File: config.mk
export PLATFORM = sky130hd
export DESIGN_NAME = calc_datapath
export DESIGN_NICKNAME = d
export VERILOG_FILES = /design/src/rtl/calc_datapath.sv
export SDC_FILE = /design/constraint.sdc
export NUM_CORES = 1
export LEC_CHECK = 0
export ABC_AREA = 1
export CAP_MARGIN = 10
export CORE_UTILIZATION = 40
export CTS_CLUSTER_DIAMETER = 200
export DETAILED_ROUTE_END_ITERATION = 8
export GPL_TIMING_DRIVEN = 0
export PLACE_DENSITY = 0.61
export SYNTH_ARGS = -nofsm -noshare
export SYNTH_HDL_FRONTEND = slang
export SYNTH_SLANG_ARGS = --single-unit
File: constraint.sdc
create_clock -name clk -period 5 [get_ports clk]
set_clock_uncertainty 0.2 [all_clocks]
set_input_delay 1 -clock clk [delete_from_list [all_inputs] [get_ports clk]]
set_output_delay 1 -clock clk [all_outputs]
set_load 0.05 [all_outputs]
File: src/rtl/calc_datapath.sv
// Calculator operand/result datapath: nibble-wise operand entry, opcode latch,
// registered ALU with flags and estado-selected display value.
//
// Ports:
//   clk, rst_n              clock, async active-low reset
//   sw[DIGIT_W-1:0]         digit on trigger_1/_2, opcode in sw[1:0] on op rise
//   trigger_1, trigger_2    one-cycle append-digit pulses for A / B
//   trigger_op              level, high in operation/result phases
//   estado[1:0]             FSM phase (0 A, 1 B, 2 op select, 3 result)
//   disp_val[W-1:0]         registered display value
//   result[W-1:0]           ALU result register
//   flag_z/n/c/v            zero, negative, carry/borrow, signed overflow
//   result_valid            result/flags hold a computed value
module calc_datapath #(
  parameter int DIGIT_W  = 4,
  parameter int N_DIGITS = 4,
  parameter int W        = 16
) (
  input  logic               clk,
  input  logic               rst_n,
  input  logic [DIGIT_W-1:0] sw,
  input  logic               trigger_1,
  input  logic               trigger_2,
  input  logic               trigger_op,
  input  logic [1:0]         estado,
  output logic [W-1:0]       disp_val,
  output logic [W-1:0]       result,
  output logic               flag_z,
  output logic               flag_n,
  output logic               flag_c,
  output logic               flag_v,
  output logic               result_valid
);

  localparam int CW = $clog2(N_DIGITS + 1);
  localparam logic [CW-1:0] CNT_MAX = CW'(N_DIGITS);
  localparam logic [CW-1:0] CNT_ONE = CW'(1);

  logic [W-1:0]  op_a_q, op_a_d;
  logic [W-1:0]  op_b_q, op_b_d;
  logic [CW-1:0] cnt_a_q, cnt_a_d;
  logic [CW-1:0] cnt_b_q, cnt_b_d;
  logic [1:0]    opc_q, opc_d;
  logic [W-1:0]  res_q, res_d;
  logic          z_q, z_d, n_q, n_d;
  logic          c_q, c_d, v_q, v_d;
  logic          valid_q, valid_d;
  logic [W-1:0]  disp_q, disp_d;
  logic          trig_op_q;
  logic [1:0]    estado_q;
  logic          comp_q, comp_d;

  logic          rise, new_calc, app_a, app_b;
  logic [W:0]    sum, diff;
  logic [W-1:0]  alu_r;
  logic          alu_c, alu_v;

  assign rise     = trigger_op & ~trig_op_q;
  assign new_calc = (estado_q == 2'd3) && (estado == 2'd0);
  assign app_a    = trigger_1 & ~trigger_op & (cnt_a_q < CNT_MAX);
  assign app_b    = trigger_2 & ~trigger_op & (cnt_b_q < CNT_MAX);

  assign sum  = {1'b0, op_a_q} + {1'b0, op_b_q};
  // Bit W of the extended difference is the unsigned borrow (A < B).
  assign diff = {1'b0, op_a_q} - {1'b0, op_b_q};

  always_comb begin
    alu_r = '0;
    alu_c = 1'b0;
    alu_v = 1'b0;
    unique case (opc_q)
      2'b00: begin
        alu_r = sum[W-1:0];
        alu_c = sum[W];
        alu_v = (op_a_q[W-1] == op_b_q[W-1]) &&
                (alu_r[W-1] != op_a_q[W-1]);
      end
      2'b01: begin
        alu_r = diff[W-1:0];
        alu_c = diff[W];
        alu_v = (op_a_q[W-1] != op_b_q[W-1]) &&
                (alu_r[W-1] != op_a_q[W-1]);
      end
      2'b10: alu_r = op_a_q & op_b_q;
      2'b11: alu_r = op_a_q | op_b_q;
    endcase
  end

  always_comb begin
    op_a_d  = op_a_q;
    op_b_d  = op_b_q;
    cnt_a_d = cnt_a_q;
    cnt_b_d = cnt_b_q;
    opc_d   = opc_q;
    res_d   = res_q;
    z_d     = z_q;
    n_d     = n_q;
    c_d     = c_q;
    v_d     = v_q;
    valid_d = valid_q;
    comp_d  = 1'b0;
    if (new_calc) begin
      op_a_d  = '0;
      op_b_d  = '0;
      cnt_a_d = '0;
      cnt_b_d = '0;
      opc_d   = '0;
      res_d   = '0;
      z_d     = 1'b0;
      n_d     = 1'b0;
      c_d     = 1'b0;
      v_d     = 1'b0;
      valid_d = 1'b0;
    end else begin
      if (app_a) begin
        op_a_d  = {op_a_q[W-DIGIT_W-1:0], sw};
        cnt_a_d = cnt_a_q + CNT_ONE;
      end
      if (app_b) begin
        op_b_d  = {op_b_q[W-DIGIT_W-1:0], sw};
        cnt_b_d = cnt_b_q + CNT_ONE;
      end
      if (rise) begin
        opc_d  = sw[1:0];
        comp_d = 1'b1;
      end
      // Compute one cycle after the rise, once the opcode is registered.
      if (comp_q) begin
        res_d   = alu_r;
        z_d     = (alu_r == '0);
        n_d     = alu_r[W-1];
        c_d     = alu_c;
        v_d     = alu_v;
        valid_d = 1'b1;
      end
    end
  end

  always_comb begin
    disp_d = '0;
    unique case (estado)
      2'd0: disp_d = op_a_q;
      2'd1: disp_d = op_b_q;
      2'd2: disp_d = {{(W-2){1'b0}}, sw[1:0]};
      2'd3: disp_d = valid_q ? res_q : '0;
    endcase
  end

  always_ff @(posedge clk or negedge rst_n) begin
    if (!rst_n) begin
      op_a_q    <= '0;
      op_b_q    <= '0;
      cnt_a_q   <= '0;
      cnt_b_q   <= '0;
      opc_q     <= '0;
      res_q     <= '0;
      z_q       <= 1'b0;
      n_q       <= 1'b0;
      c_q       <= 1'b0;
      v_q       <= 1'b0;
      valid_q   <= 1'b0;
      disp_q    <= '0;
      trig_op_q <= 1'b0;
      estado_q  <= '0;
      comp_q    <= 1'b0;
    end else begin
      op_a_q    <= op_a_d;
      op_b_q    <= op_b_d;
      cnt_a_q   <= cnt_a_d;
      cnt_b_q   <= cnt_b_d;
      opc_q     <= opc_d;
      res_q     <= res_d;
      z_q       <= z_d;
      n_q       <= n_d;
      c_q       <= c_d;
      v_q       <= v_d;
      valid_q   <= valid_d;
      disp_q    <= disp_d;
      trig_op_q <= trigger_op;
      estado_q  <= estado;
      comp_q    <= comp_d;
    end
  end

  assign disp_val     = disp_q;
  assign result       = res_q;
  assign flag_z       = z_q;
  assign flag_n       = n_q;
  assign flag_c       = c_q;
  assign flag_v       = v_q;
  assign result_valid = valid_q;

endmodule

Word-level counts from Yosys, hierarchy flattened
Index checks and enable logic that the tools add are counted.
{"block": "word_totals", "regBits": 81, "inputBits": 11, "output_inout_bits": 37}
{"block": "classes", "magnitude_cmp": 2, "bitwise": 9, "n_eq_ne": 11, "addsub": 4, "n_mux": 29, "reduce_logical": 10}
{"op": "$pmux W16 S4", "n": 2}
{"op": "$mux W16", "n": 7}
{"op": "$add A16 B16 Y17", "n": 1}
{"op": "$sub A16 B16 Y17", "n": 1}
{"op": "$and A16 B16 Y16", "n": 1}
{"op": "$logic_not A16 Y1", "n": 1}
{"op": "$or A16 B16 Y16", "n": 1}
{"op": "$mux W1", "n": 12}
{"op": "$mux W3", "n": 4}
{"op": "$eq A2 B2 Y1 const B", "n": 5}
{"op": "$reduce_bool A2 Y1", "n": 4}
{"op": "$add A3 B1 Y3 const B", "n": 2}
{"op": "$lt A3 B3 Y1 const B", "n": 2}
{"op": "$and A1 B1 Y1", "n": 5}
{"op": "$eq A2 B1 Y1 const B", "n": 2}
{"op": "$logic_not A2 Y1", "n": 2}
{"op": "$mux W2", "n": 2}
{"op": "$pmux W1 S2", "n": 2}
{"op": "$logic_and A1 B1 Y1", "n": 3}
{"op": "$ne A1 B1 Y1", "n": 3}
{"op": "$not A1 Y1", "n": 2}
{"op": "$eq A1 B1 Y1", "n": 1}

Depth between registers and ports, before layout
Gate-level depths: netlist of the first run.
{"block": "depth", "word_depth": 6, "ltp_mapped": 18}

Worst setup path before layout of the first run
No wires, ideal clock.
{"block": "synth_timing", "path_type": "in2reg", "startpoint": "in estado[1]", "endpoint": "reg res_q[0] (netlist: result[0])", "cell_stages": 6, "path_slack_ns": 2.691, "setup_ns": 0.121, "t_arrival_ns": 1.988, "path_buffers": 1, "path_cell_list": "nor2_1 -> nand3_1 -> nand2_1 -> buf_2 -> inv_2 -> a22o_1"}
{"block": "synth_via", "elab_chain_cells": 3}
{"element": "start, declared", "line_no": "25", "text": "input logic [1:0] estado,"}
{"element": "$logic_not A2 Y1 *", "line_no": "59", "text": "assign new_calc = (estado_q == 2'd3) && (estado == 2'd0);"}
{"element": "$logic_and A1 B1 Y1 *", "line_no": "59"}
{"element": "$mux W16 / $reduce_bool A2 Y1 (equally long branches)"}
{"element": "end signal, assigned", "line_no": "172", "text": "res_q <= res_d;"}
{"element": "end, declared", "line_no": "44", "text": "logic [W-1:0] res_q, res_d;"}
Mark *: on every way between the ends. The rest lies on a longest branch, timed or not.
A chain may end at the register's enable or synchronous reset.

Worst setup path after layout of the first run
{"block": "layout_timing", "startpoint": "in estado[1]", "endpoint": "reg res_q[3] (netlist: result[3])"}
The elaborated chain is that of the path after synthesis.

==> impl_results.md, run 1 <==
- Grt ovf: 0
- Share of cells above drive strength 1: 0.0585
- CP cell instances: clkdlybuf4s50_1 -> nor2_1 -> nand3_1 -> inv_1 -> nor2_2 -> buf_2 -> nand2_1 -> o21ai_1
- Netlist cell types: 34
- FF+latch count, synth: 80
- Syn Nets: approximately 860
- Post-synthesis sequential area ratio: 0.355
- LEAKAGE: around 3.3 nW
- Number of setup violations in the final report: 0
- RSZ-0062 raised after global routing: no
- Fin. Hold Viols: 0
- Worst hold path type: reg -> reg
- Slew @ Worst Pin: 0.742 ns
- Most common cell in the netlist: nand2_1
- Post-synth EDFFs: 0
- Drt pass-1 iters: 5
- Most instantiated cells after synthesis: nand2_1, inv_1, nand3_1, dfrtp_1, o21ai_0
- H-tree Lvls: 3
- Initial antenna violation count: 0
- CTS buffer count: 9
- Net count, final: between 900 and 1000
- Area grow syn2layout: 18.6%
- Syn Area/Cell: about 7 sq um
- Top FF cell, synth: dfrtp_1
- Fmax: between 0.3 and 0.4 GHz
- # rows: 43
- Ys async rst share: 1.00
- Final Slew Violations: 0
- CP Launch Type: input pin
- # Max-Cap Violations: 0
- Slew margin rel.: 0.505
- WL final: ~18 mm
- Clock sink count: 80
- Highest cell delay on the worst timing path: 0.56 ns
- Die Footprint: approximately 15000 sq um
- Max Root-Sink Buffers: 2
- Status: completed
- Cts hold-fix bufs: 0
- Pwr Total: 4.93 mW
- PostCTS Resize Cnt: 0
- CP Capture Type: flop
- CTS tree: done
- Largest net degree at the start of global routing: 47
- Final period util: 0.633
- Yosys warning total: 0
- CP Max Fanout: 10
- Root Buffer: clkbuf_16
- Peak supply drop: about 0.44 mV
- Crit path DAT: ~3.2 ns
- Critical setup path kind: in -> reg
- Post-route DRC: 0
- IO buf count: 47
- Total track usage: 0.259
- Top cells by area, synth: dfrtp_1, nand2_1, ha_1, nand3_1, inv_1
- Post-CTS Setup Bufs: 0
- Vias in the first global route: approximately 5200
- Hold slack: 0.268 ns
- TNS Setup: 0 ns
- Synth top area share: 0.355
- GPL Wtd Cong: ~0.96
- Via count: between 5000 and 6000
- Initial DRC Count: about 530
- CP max stage cell: clkdlybuf4s50_1
- Clk Latency, worst-skew pair: about 0.34 ns
- Die H: 121 um
- Pwr Density: between 700 and 800 nW/um^2
- Initial core utilization: 0.408
- ANT cells: 0
- WL/cell: between 15 and 20 um
- Vias per cell: 5.33
- Chip width: around 120 um
- Core area: 13800 sq um
- Largest area contributor in the netlist: dfrtp_1
- Syn Inst Count: about 790
- Global-route wire length before repair: ~28 mm
- Worst endpoint required time: around 5.1 ns
- CTS clk-pin slew, worst paths: around 0.060 ns
- Boundary Pins: 48
- Remaining antenna violation count after routing: 0
- Hpwl dp: ~14 mm
- Post-route minimum period: 3.17 ns
- Synthesized area: approximately 5600 sq um
-- stage by stage --
| step | util | setup WS (ns) | std cells | instance area [sq um] |
|---|---|---|---|---|
| 4_1_cts | 0.484 | 1.80 | 1035 | 6690 |
| 3_3_place_gp | 0.459 | -0.168 | 1018 | 6340 |
| 2_1_floorplan | - | 2.69 | 791 | 5640 |
| 3_5_place_dp | 0.460 | 1.45 | 1019 | 6360 |
| 5_1_grt | 0.484 | 1.64 | 1035 | 6690 |
| 6_report | 0.484 | 1.83 | 1035 | 6690 |
-- final cells by class --
class                      count  area [sq um]
fill                        1402          7130
multi-input combinational    566          3080
sequential                    80          2000
timing repair buffer          48           495
inverter                     121           454
clock buffer                  10           239
tap                          180           225
buffer                        24           109
clock inverter                 6          90.1
-- placed cells by master (no fill, tap or decap), types with 3 or more instances in the layout --
cell type and instances:
a21oi_1 27, a22o_1 8, buf_2 12, clkbuf_1 11, clkbuf_16 9, clkdlybuf4s50_1 46, dfrtp_1 80, ha_1 51
inv_1 105, inv_2 14, nand2_1 203, nand3_1 99, nand4_1 8, nor2_1 54, nor3_1 5, o21ai_0 59
o21ai_1 10, o21bai_1 3, o221ai_1 14, o22ai_1 7
-- routing by layer --
metal | vias to the layer above | global-route usage | share of wire
li1 | 2708 | - | -
met2 | 230 | 0.382 | 0.43
met1 | 2555 | 0.391 | 0.47
met4 | 0 | 0.0833 | 0.021
met3 | 26 | 0.0311 | 0.080
met5 | - | 0 | 0
-- worst max-delay path, delay by kind of cell --
| family | cells | cell delay [ns] |
|---|---|---|
| buffers and inverters | 3 | 1.16 |
| AOI/OAI and AO/OA | 1 | 0.09 |
| and+or+nand+nor | 4 | 0.96 |
-- registers in the layout, indices dropped and copies added (netlist names), 2 cells and up --
| register | cells |
|---|---|
| result | 16 |
| cnt_b_q | 3 |
| disp_val | 16 |
| opc_q | 2 |
| cnt_a_q | 3 |
| op_a_q | 16 |
| op_b_q | 16 |
| estado_q | 2 |
-- final timing paths --
path                                            start                       end  slack [ns]  cells past startpoint
min in group asynchronous                       rst_n  result_valid$_DFFE_PN0P_        0.42                      1
worst min-delay path              trig_op_q$_DFF_PN0_          comp_q$_DFF_PN0_        0.27                      1
worst max register to register  op_a_q[0]$_DFFE_PN0P_        flag_z$_DFFE_PN0P_        2.05                     17
max in group asynchronous                       rst_n        flag_c$_DFFE_PN0P_        3.60                      2
worst max-delay path                        estado[1]     result[3]$_DFFE_PN0P_        1.83                      8
worst min register to register    trig_op_q$_DFF_PN0_          comp_q$_DFF_PN0_        0.27                      1
-- kinds of logic (layout without fill, tap and decap cells) --
| group | Yosys count | in the layout | share of synthesized area |
|---|---|---|---|
| AOI/OAI and AO/OA | 136 | 136 | 0.142 |
| buffers and inverters | 145 | 209 | 0.0998 |
| and+or+nand+nor | 376 | 376 | 0.282 |
| xor gates and xnor gates | 1 | 1 | 0.00155 |
| adders and majority gates | 53 | 53 | 0.120 |
| DFF | 80 | 80 | 0.355 |
-- where the power goes --
| part | switching (mW) | total (mW) | internal, mW |
|---|---|---|---|
| Sequential | 0.227 | 1.11 | 0.885 |
| Combinational | 2.12 | 3.10 | 0.975 |
| Clock | 0.267 | 0.721 | 0.453 |
(Power assumes the default switching activity.)
==> inputs of run 2 (changes only) <==
--- a/config.mk
+++ b/config.mk
@@ -11,7 +11,7 @@
 export CTS_CLUSTER_DIAMETER = 200
 export DETAILED_ROUTE_END_ITERATION = 8
 export GPL_TIMING_DRIVEN = 0
-export PLACE_DENSITY = 0.61
+export PLACE_DENSITY = 0.63
 export SYNTH_ARGS = -nofsm -noshare
 export SYNTH_HDL_FRONTEND = slang
 export SYNTH_SLANG_ARGS = --single-unit
==> constraint.sdc (replaced) <==
create_clock -name clk -period 2.58 [get_ports clk]
set_clock_uncertainty 0.2 [all_clocks]
set_input_delay 0.516 -clock clk [delete_from_list [all_inputs] [get_ports clk]]
set_output_delay 0.516 -clock clk [all_outputs]
set_load 0.05 [all_outputs]
==> run 2 against run 1 <==
Net effect: first-iteration DRC count down 21%; clock power up 93%; critical endpoint is now flag_z$_DFFE_PN0P_; sequential share of layout area down 1.4 points; cell count up 1.9%; core utilization up 2.6 points; register-to-register slack worse by 2.0 ns; cell area up 5.4%; via count up 3.6%; worst setup slack worse by 1.8 ns; largest cell class unchanged; highest routed layer unchanged.
==> impl_results.md, run 2 (same netlist as run 1, synthesis figures left out) <==
- Switching Share: 0.523 (was 0.531)
- Grt ovf: 0 (unchanged)
- Share of cells above drive strength 1: 0.145 (was 0.0585)
- CP cell instances: inv_2 -> ha_1 -> clkbuf_4 -> inv_2 -> nand2_2 -> inv_1 -> a21oi_2 -> nand3_1 -> nand3_1 -> nand3_2 -> nor3_2 -> nand2_1 -> nor2_1 -> nand3_1 -> nand2_1 (was clkdlybuf4s50_1 -> nor2_1 -> nand3_1 -> inv_1 -> nor2_2 -> buf_2 -> nand2_1 -> o21ai_1)
- Hpwl dp: 13.7 mm (was 14.0 mm)
- Critical setup path kind: reg -> reg (was in -> reg)
- Top cell by count, worst path: nand3_1
- Worst endpoint required time: 2.67 ns (was 5.06 ns)
- CP Capture Type: flop (unchanged)
- Status: completed (unchanged)
- Most frequent cells in the layout: nand2_1, inv_1, nand3_1 (unchanged)
- Highest cell delay on the worst timing path: 0.38 ns (was 0.56 ns)
- Net Sw Power: 5.36 mW (was 2.62 mW)
- Peak supply drop: 0.750 mV (was 0.444 mV)
- Largest net degree at the start of global routing: 55 (was 47)
- Via count: 5720 (was 5519)
- Worst hold path type: reg -> reg (unchanged)
- Int Pwr: 4.90 mW (was 2.31 mW)
- Seq. cell area: 2010 sq um (was 2000 sq um)
- Hold slack: 0.275 ns (was 0.268 ns)
- LEAKAGE: 3.39 nW (was 3.25 nW)
- Die H: 121 um (unchanged)
- CTS clk-pin slew, worst paths: 0.06 ns (about the same)
- Slew @ Worst Pin: 0.723 ns (was 0.742 ns)
- # rows: 43 (unchanged)
- Number of setup violations in the final report: 0 (unchanged)
- Clk Latency, worst-skew pair: 0.34 ns (about the same)
- Slew margin rel.: 0.518 (was 0.505)
- Post-route DRC: 0 (unchanged)
- Clk network pwr share: 0.136 (was 0.146)
- Crit path DAT: 2.64 ns (was 3.23 ns)
- Reg power frac: 0.209 (was 0.226)
- RSZ-0062 raised after global routing: yes (was no)
- Initial core utilization: 0.408 (unchanged)
- IO buf count: 47 (unchanged)
- Post-route insts no fill: 1055 (was 1035)
- Boundary Pins: 48 (unchanged)
- Pwr Density: 1450 nW/um^2 (was 737 nW/um^2)
- CP Launch Type: flop (was input pin)
- CTS tree: done (unchanged)
- Initial antenna violation count: 0 (unchanged)
- Remaining antenna violation count after routing: 0 (unchanged)
- Multi-input logic area: 3270 sq um (was 3080 sq um)
- Placed instance area: 6360 sq um (unchanged)
- Global-route wire length before repair: 28.1 mm (was 28.4 mm)
- Drt pass-1 iters: 7 (was 5)
- Final instance area: 7050 sq um (was 6690 sq um)
- Fin. Hold Viols: 0 (unchanged)
- Root Buffer: clkbuf_16 (unchanged)
- ANT cells: 0 (unchanged)
- Power share of the combinational group: 0.656 (was 0.628)
- Placed Cells: 1019 (unchanged)
- Pwr Total: 10.3 mW (was 4.93 mW)
- Final core occ: 0.510 (was 0.484)
- GPL Wtd Cong: 0.955 (was 0.960)
- Initial DRC Count: 415 (was 527)
- Net count, final: 934 (was 914)
- Final WS setup: 0.0302 ns (was 1.83 ns)
- TNS Setup: 0 ns (unchanged)
- Core area: 13800 sq um (unchanged)
- Final Slew Violations: 0 (unchanged)
- Chip width: 121 um (unchanged)
- Vias per cell: 5.42 (was 5.33)
- Most common cell after layout, fill and taps aside: nand2_1 (unchanged)
- Clock sink count: 80 (unchanged)
- # Max-Cap Violations: 0 (unchanged)
- Max Root-Sink Buffers: 2 (unchanged)
- Post-route minimum period: between 2 and 3 ns
- Dpl ws: -0.478 ns (was 1.45 ns)
- CP Max Fanout: 8 (was 10)
- Final period util: 0.988
- H-tree Lvls: 3 (unchanged)
- Fill cells: 1366 (was 1402)
- Vias in the first global route: 5244 (was 5186)
- Fmax: 0.392 GHz
- WL/cell: 17.2 um (about the same)
- WL final: 18.2 mm (was 17.8 mm)
- CTS buffer count: 9 (unchanged)
- Area grow syn2layout: 25.0% (was 18.6%)
- Total track usage: 0.256 (was 0.259)
- Die Footprint: 14600 sq um (unchanged)
- CP max stage cell: dfrtp_1 (was clkdlybuf4s50_1)
==> run 2: path summary, 6_finish.rpt <==
check | from | end | slack (ns) | cells after the start
max in group asynchronous | rst_n | op_a_q[2]$_DFFE_PN0P_ | 1.13 | 3
min in group asynchronous | rst_n | flag_c$_DFFE_PN0P_ | 0.43 | 2
worst max register to register | op_b_q[6]$_DFFE_PN0P_ | flag_z$_DFFE_PN0P_ | 0.03 | 15
worst max-delay path | op_b_q[6]$_DFFE_PN0P_ | flag_z$_DFFE_PN0P_ | 0.03 | 15
worst min-delay path | trig_op_q$_DFF_PN0_ | comp_q$_DFF_PN0_ | 0.27 | 1
worst min register to register | trig_op_q$_DFF_PN0_ | comp_q$_DFF_PN0_ | 0.27 | 1
==> run 2: cell type report <==
type | instances | share of cell area
Clock buffer | 11 | 0.0344
Tap cell | 180 | 0.0319
Clock inverter | 5 | 0.0114
Buffer | 24 | 0.0177
Timing Repair Buffer | 68 | 0.0919
Multi-Input combinational cell | 566 | 0.463
Inverter | 121 | 0.0644
Sequential cell | 80 | 0.285
==> run 2: timing repair <==
action,CTS,global route
buffers inserted,2,17
hold endpoints to repair,26,0
gates resized for setup,19,56
setup endpoints to repair,28,36
hold buffers,1,0
pin swaps,1,14
==> run 2: metal layers <==
layer | GRT usage | vias to the layer above | share of wire
met5 | 0 | - | 0
met4 | 0.113 | 0 | 0.035
met3 | 0.0392 | 41 | 0.061
met2 | 0.377 | 207 | 0.43
met1 | 0.371 | 2713 | 0.47
li1 | - | 2759 | -
==> run 2: power by group through the flow <==
| stage | logic [mW] | clock network [mW] | registers [mW] |
|---|---|---|---|
| 3_5_place_dp | 5.88 | 0 | 2.17 |
| 6_report | 6.73 | 1.39 | 2.14 |
| 2_1_floorplan | 3.54 | 0 | 2.75 |
| 3_3_place_gp | 5.84 | 0 | 2.16 |
| 5_1_grt | 7.40 | 1.45 | 2.19 |
| 4_1_cts | 6.05 | 1.39 | 2.15 |
==> run 2: worst max-delay path, delay by kind of cell (launching register included) <==
family	cells	cell delay (ns)
flops	1	0.38
buf+inv	4	0.44
fa+ha+maj	1	0.28
simple gates	9	1.00
compound gates	1	0.20
==> inputs of run 3 (changes only) <==
--- a/config.mk
+++ b/config.mk
@@ -11,7 +11,7 @@
 export CTS_CLUSTER_DIAMETER = 200
 export DETAILED_ROUTE_END_ITERATION = 8
 export GPL_TIMING_DRIVEN = 0
-export PLACE_DENSITY = 0.63
+export PLACE_DENSITY = 0.61
 export SYNTH_ARGS = -nofsm -noshare
 export SYNTH_HDL_FRONTEND = slang
 export SYNTH_SLANG_ARGS = --single-unit
==> constraint.sdc (replaced) <==
create_clock -name clk -period 3.2 [get_ports clk]
set_clock_uncertainty 0.2 [all_clocks]
set_input_delay 0.64 -clock clk [delete_from_list [all_inputs] [get_ports clk]]
set_output_delay 0.64 -clock clk [all_outputs]
set_load 0.05 [all_outputs]
==> run 3 against run 2 <==
Net effect: sequential cell count unchanged; clock-buffer cell count down 1; via count down 3.5%.
==> impl_results.md, run 3 (same netlist as run 1, synthesis figures left out) <==
- Clock sink count: 80 (unchanged)
- # Max-Cap Violations: 0 (unchanged)
- Post-route insts no fill: 1035 (was 1055)
- Final period util: 0.899 (was 0.988)
- Critical setup path kind: reg -> reg (unchanged)
- CP Max Fanout: 5 (was 8)
- CP Launch Type: flop (unchanged)
- Placed Cells: 1019 (unchanged)
- Chip width: 121 um (unchanged)
- Grt ovf: 0 (unchanged)
- Root Buffer: clkbuf_16 (unchanged)
- Multi-input logic area: 3080 sq um (was 3270 sq um)
- CP cell instances: inv_1 -> ha_1 -> inv_1 -> fa_1 -> nand2_1 -> nand2_1 -> nand3_1 -> nand2_1 -> nand2_1 -> nand3_1 -> nand3_1 -> nand2_1 -> nor2_2 -> nand2_1 -> nor2_1 -> nand3_1 -> nand2_1 (was inv_2 -> ha_1 -> clkbuf_4 -> inv_2 -> nand2_2 -> inv_1 -> a21oi_2 -> nand3_1 -> nand3_1 -> nand3_2 -> nor3_2 -> nand2_1 -> nor2_1 -> nand3_1 -> nand2_1)
- IO buf count: 47 (unchanged)
- CTS clk-pin slew, worst paths: 0.06 ns (about the same)
- CTS buffer count: 9 (unchanged)
- CP max stage cell: dfrtp_1 (unchanged)
- H-tree Lvls: 3 (unchanged)
- Vias per cell: 5.34 (was 5.42)
- Worst endpoint required time: 3.27 ns (was 2.67 ns)
- RSZ-0062 raised after global routing: no (was yes)
- Status: completed (unchanged)
- Die H: 121 um (unchanged)
- Pwr Density: 1150 nW/um^2 (was 1450 nW/um^2)
- Global-route wire length before repair: 28.4 mm (was 28.1 mm)
- Die Footprint: 14600 sq um (unchanged)
- Worst hold path type: in -> async (was reg -> reg)
- GPL Wtd Cong: 0.960 (was 0.955)
- Boundary Pins: 48 (unchanged)
- Post-CTS Setup Bufs: 0 (was 2)
- Clk Latency, worst-skew pair: 0.34 ns (about the same)
- Final Slew Violations: 0 (unchanged)
- Net count, final: 914 (was 934)
- Initial antenna violation count: 0 (unchanged)
- Fmax: 0.348 GHz (was 0.392 GHz)
- CP delay by family, top: simple AND/OR/NAND/NOR gates (unchanged)
- Placed instance area: 6360 sq um (unchanged)
- CP Capture Type: flop (unchanged)
- Initial DRC Count: 564 (was 415)
- Final core occ: 0.484 (was 0.510)
- Total track usage: 0.259 (was 0.256)
- Area grow syn2layout: 18.6% (was 25.0%)
- Dpl ws: 0.0143 ns (was -0.478 ns)
- Share of cells above drive strength 1: 0.0596 (was 0.145)
- # rows: 43 (unchanged)
- LEAKAGE: 3.25 nW (was 3.39 nW)
- Slew @ Worst Pin: 0.746 ns (was 0.723 ns)
- Peak supply drop: 0.695 mV (was 0.750 mV)
- Initial core utilization: 0.408 (unchanged)
- Final instance area: 6700 sq um (was 7050 sq um)
- Remaining antenna violation count after routing: 0 (unchanged)
- Post-route DRC: 0 (unchanged)
- WL final: 17.8 mm (was 18.2 mm)
- Most common cell after layout, fill and taps aside: nand2_1 (unchanged)
- Highest cell delay on the worst timing path: 0.44 ns (was 0.38 ns)
- Fill cells: 1401 (was 1366)
- CTS tree: done (unchanged)
- Hold slack: 0.0576 ns (was 0.275 ns)
- Drt pass-1 iters: 5 (was 7)
- Number of setup violations in the final report: 0 (unchanged)
- ANT cells: 0 (unchanged)
- Hpwl dp: 14.0 mm (was 13.7 mm)
- Top cell by count, worst path: nand2_1 (was nand3_1)
- Crit path DAT: 2.95 ns (was 2.64 ns)
- Largest net degree at the start of global routing: 47 (was 55)
- Final WS setup: 0.323 ns (was 0.0302 ns)
- Via count: 5522 (was 5720)
- Seq. cell area: 2000 sq um (was 2010 sq um)
- Core area: 13800 sq um (unchanged)
- WL/cell: 17.2 um (about the same)
- Post-route minimum period: 2.88 ns (was 2.55 ns)
- Max Root-Sink Buffers: 2 (unchanged)
- Fin. Hold Viols: 0 (unchanged)
- Crit path buf inv count: 2 (was 4)
- Most frequent cells in the layout: nand2_1, inv_1, nand3_1 (unchanged)
- Slew margin rel.: 0.503 (was 0.518)
- Vias in the first global route: 5186 (was 5244)
run 3: cell types whose count changed in the layout (fill, tap and decap cells not counted), sizes merged:
cell | previous run | this run
buf | 31 | 15
dlygate4sd3 | 1 | 0
clkinvlp | 2 | 1
clkbuf | 25 | 21
inv | 119 | 121
run 3: routing by layer:
metal / vias up / routed length, um / GRT usage
met4: 0 / 399 / 0.0833
met5: - / 0 / 0
li1: 2703 / - / -
met1: 2571 / 8480 / 0.391
met3: 27 / 1360 / 0.0311
met2: 221 / 7600 / 0.382
run 3: final cells by class:
| cell class | count | share of cell area |
|---|---|---|
| Multi-Input combinational cell | 566 | 0.460 |
| Inverter | 121 | 0.0678 |
| Tap cell | 180 | 0.0336 |
| Clock inverter | 6 | 0.0135 |
| Buffer | 24 | 0.0163 |
| Sequential cell | 80 | 0.299 |
| Timing Repair Buffer | 48 | 0.0740 |
| Clock buffer | 10 | 0.0357 |
run 3: power by group:
| group | switching (mW) | internal, mW |
|---|---|---|
| logic | 3.33 | 1.53 |
| registers | 0.354 | 1.38 |
| clock network | 0.417 | 0.708 |
run 3: path summary, 6_finish.rpt:
| kind | from | endpoint | slack [ns] | cells after the start |
|---|---|---|---|---|
| max | op_a_q[0]$_DFFE_PN0P_ | flag_z$_DFFE_PN0P_ | 0.32 | 17 |
| min | rst_n | result_valid$_DFFE_PN0P_ | 0.06 | 1 |
| max reg2reg | op_a_q[0]$_DFFE_PN0P_ | flag_z$_DFFE_PN0P_ | 0.32 | 17 |
| min reg2reg | trig_op_q$_DFF_PN0_ | comp_q$_DFF_PN0_ | 0.27 | 1 |
| max in group asynchronous | rst_n | op_a_q[13]$_DFFE_PN0P_ | 2.16 | 2 |
| min in group clk | trig_op_q$_DFF_PN0_ | comp_q$_DFF_PN0_ | 0.27 | 1 |
run 3: per-stage QoR:
| step | setup TNS (ns) | power (mW) |
|---|---|---|
| floorplan | 0 | 5.07 |
| global placement | -127.98 | 6.47 |
| detailed placement | 0 | 6.50 |
| CTS | 0 | 7.66 |
| global route | 0 | 8.37 |
| finish | 0 | 7.72 |
run 3: what timing repair did:
| action | in CTS | in global routing |
|---|---|---|
| setup endpoints to repair | 0 | 1 |
| resized for setup | 0 | 1 |
| hold buffers | 0 | 0 |
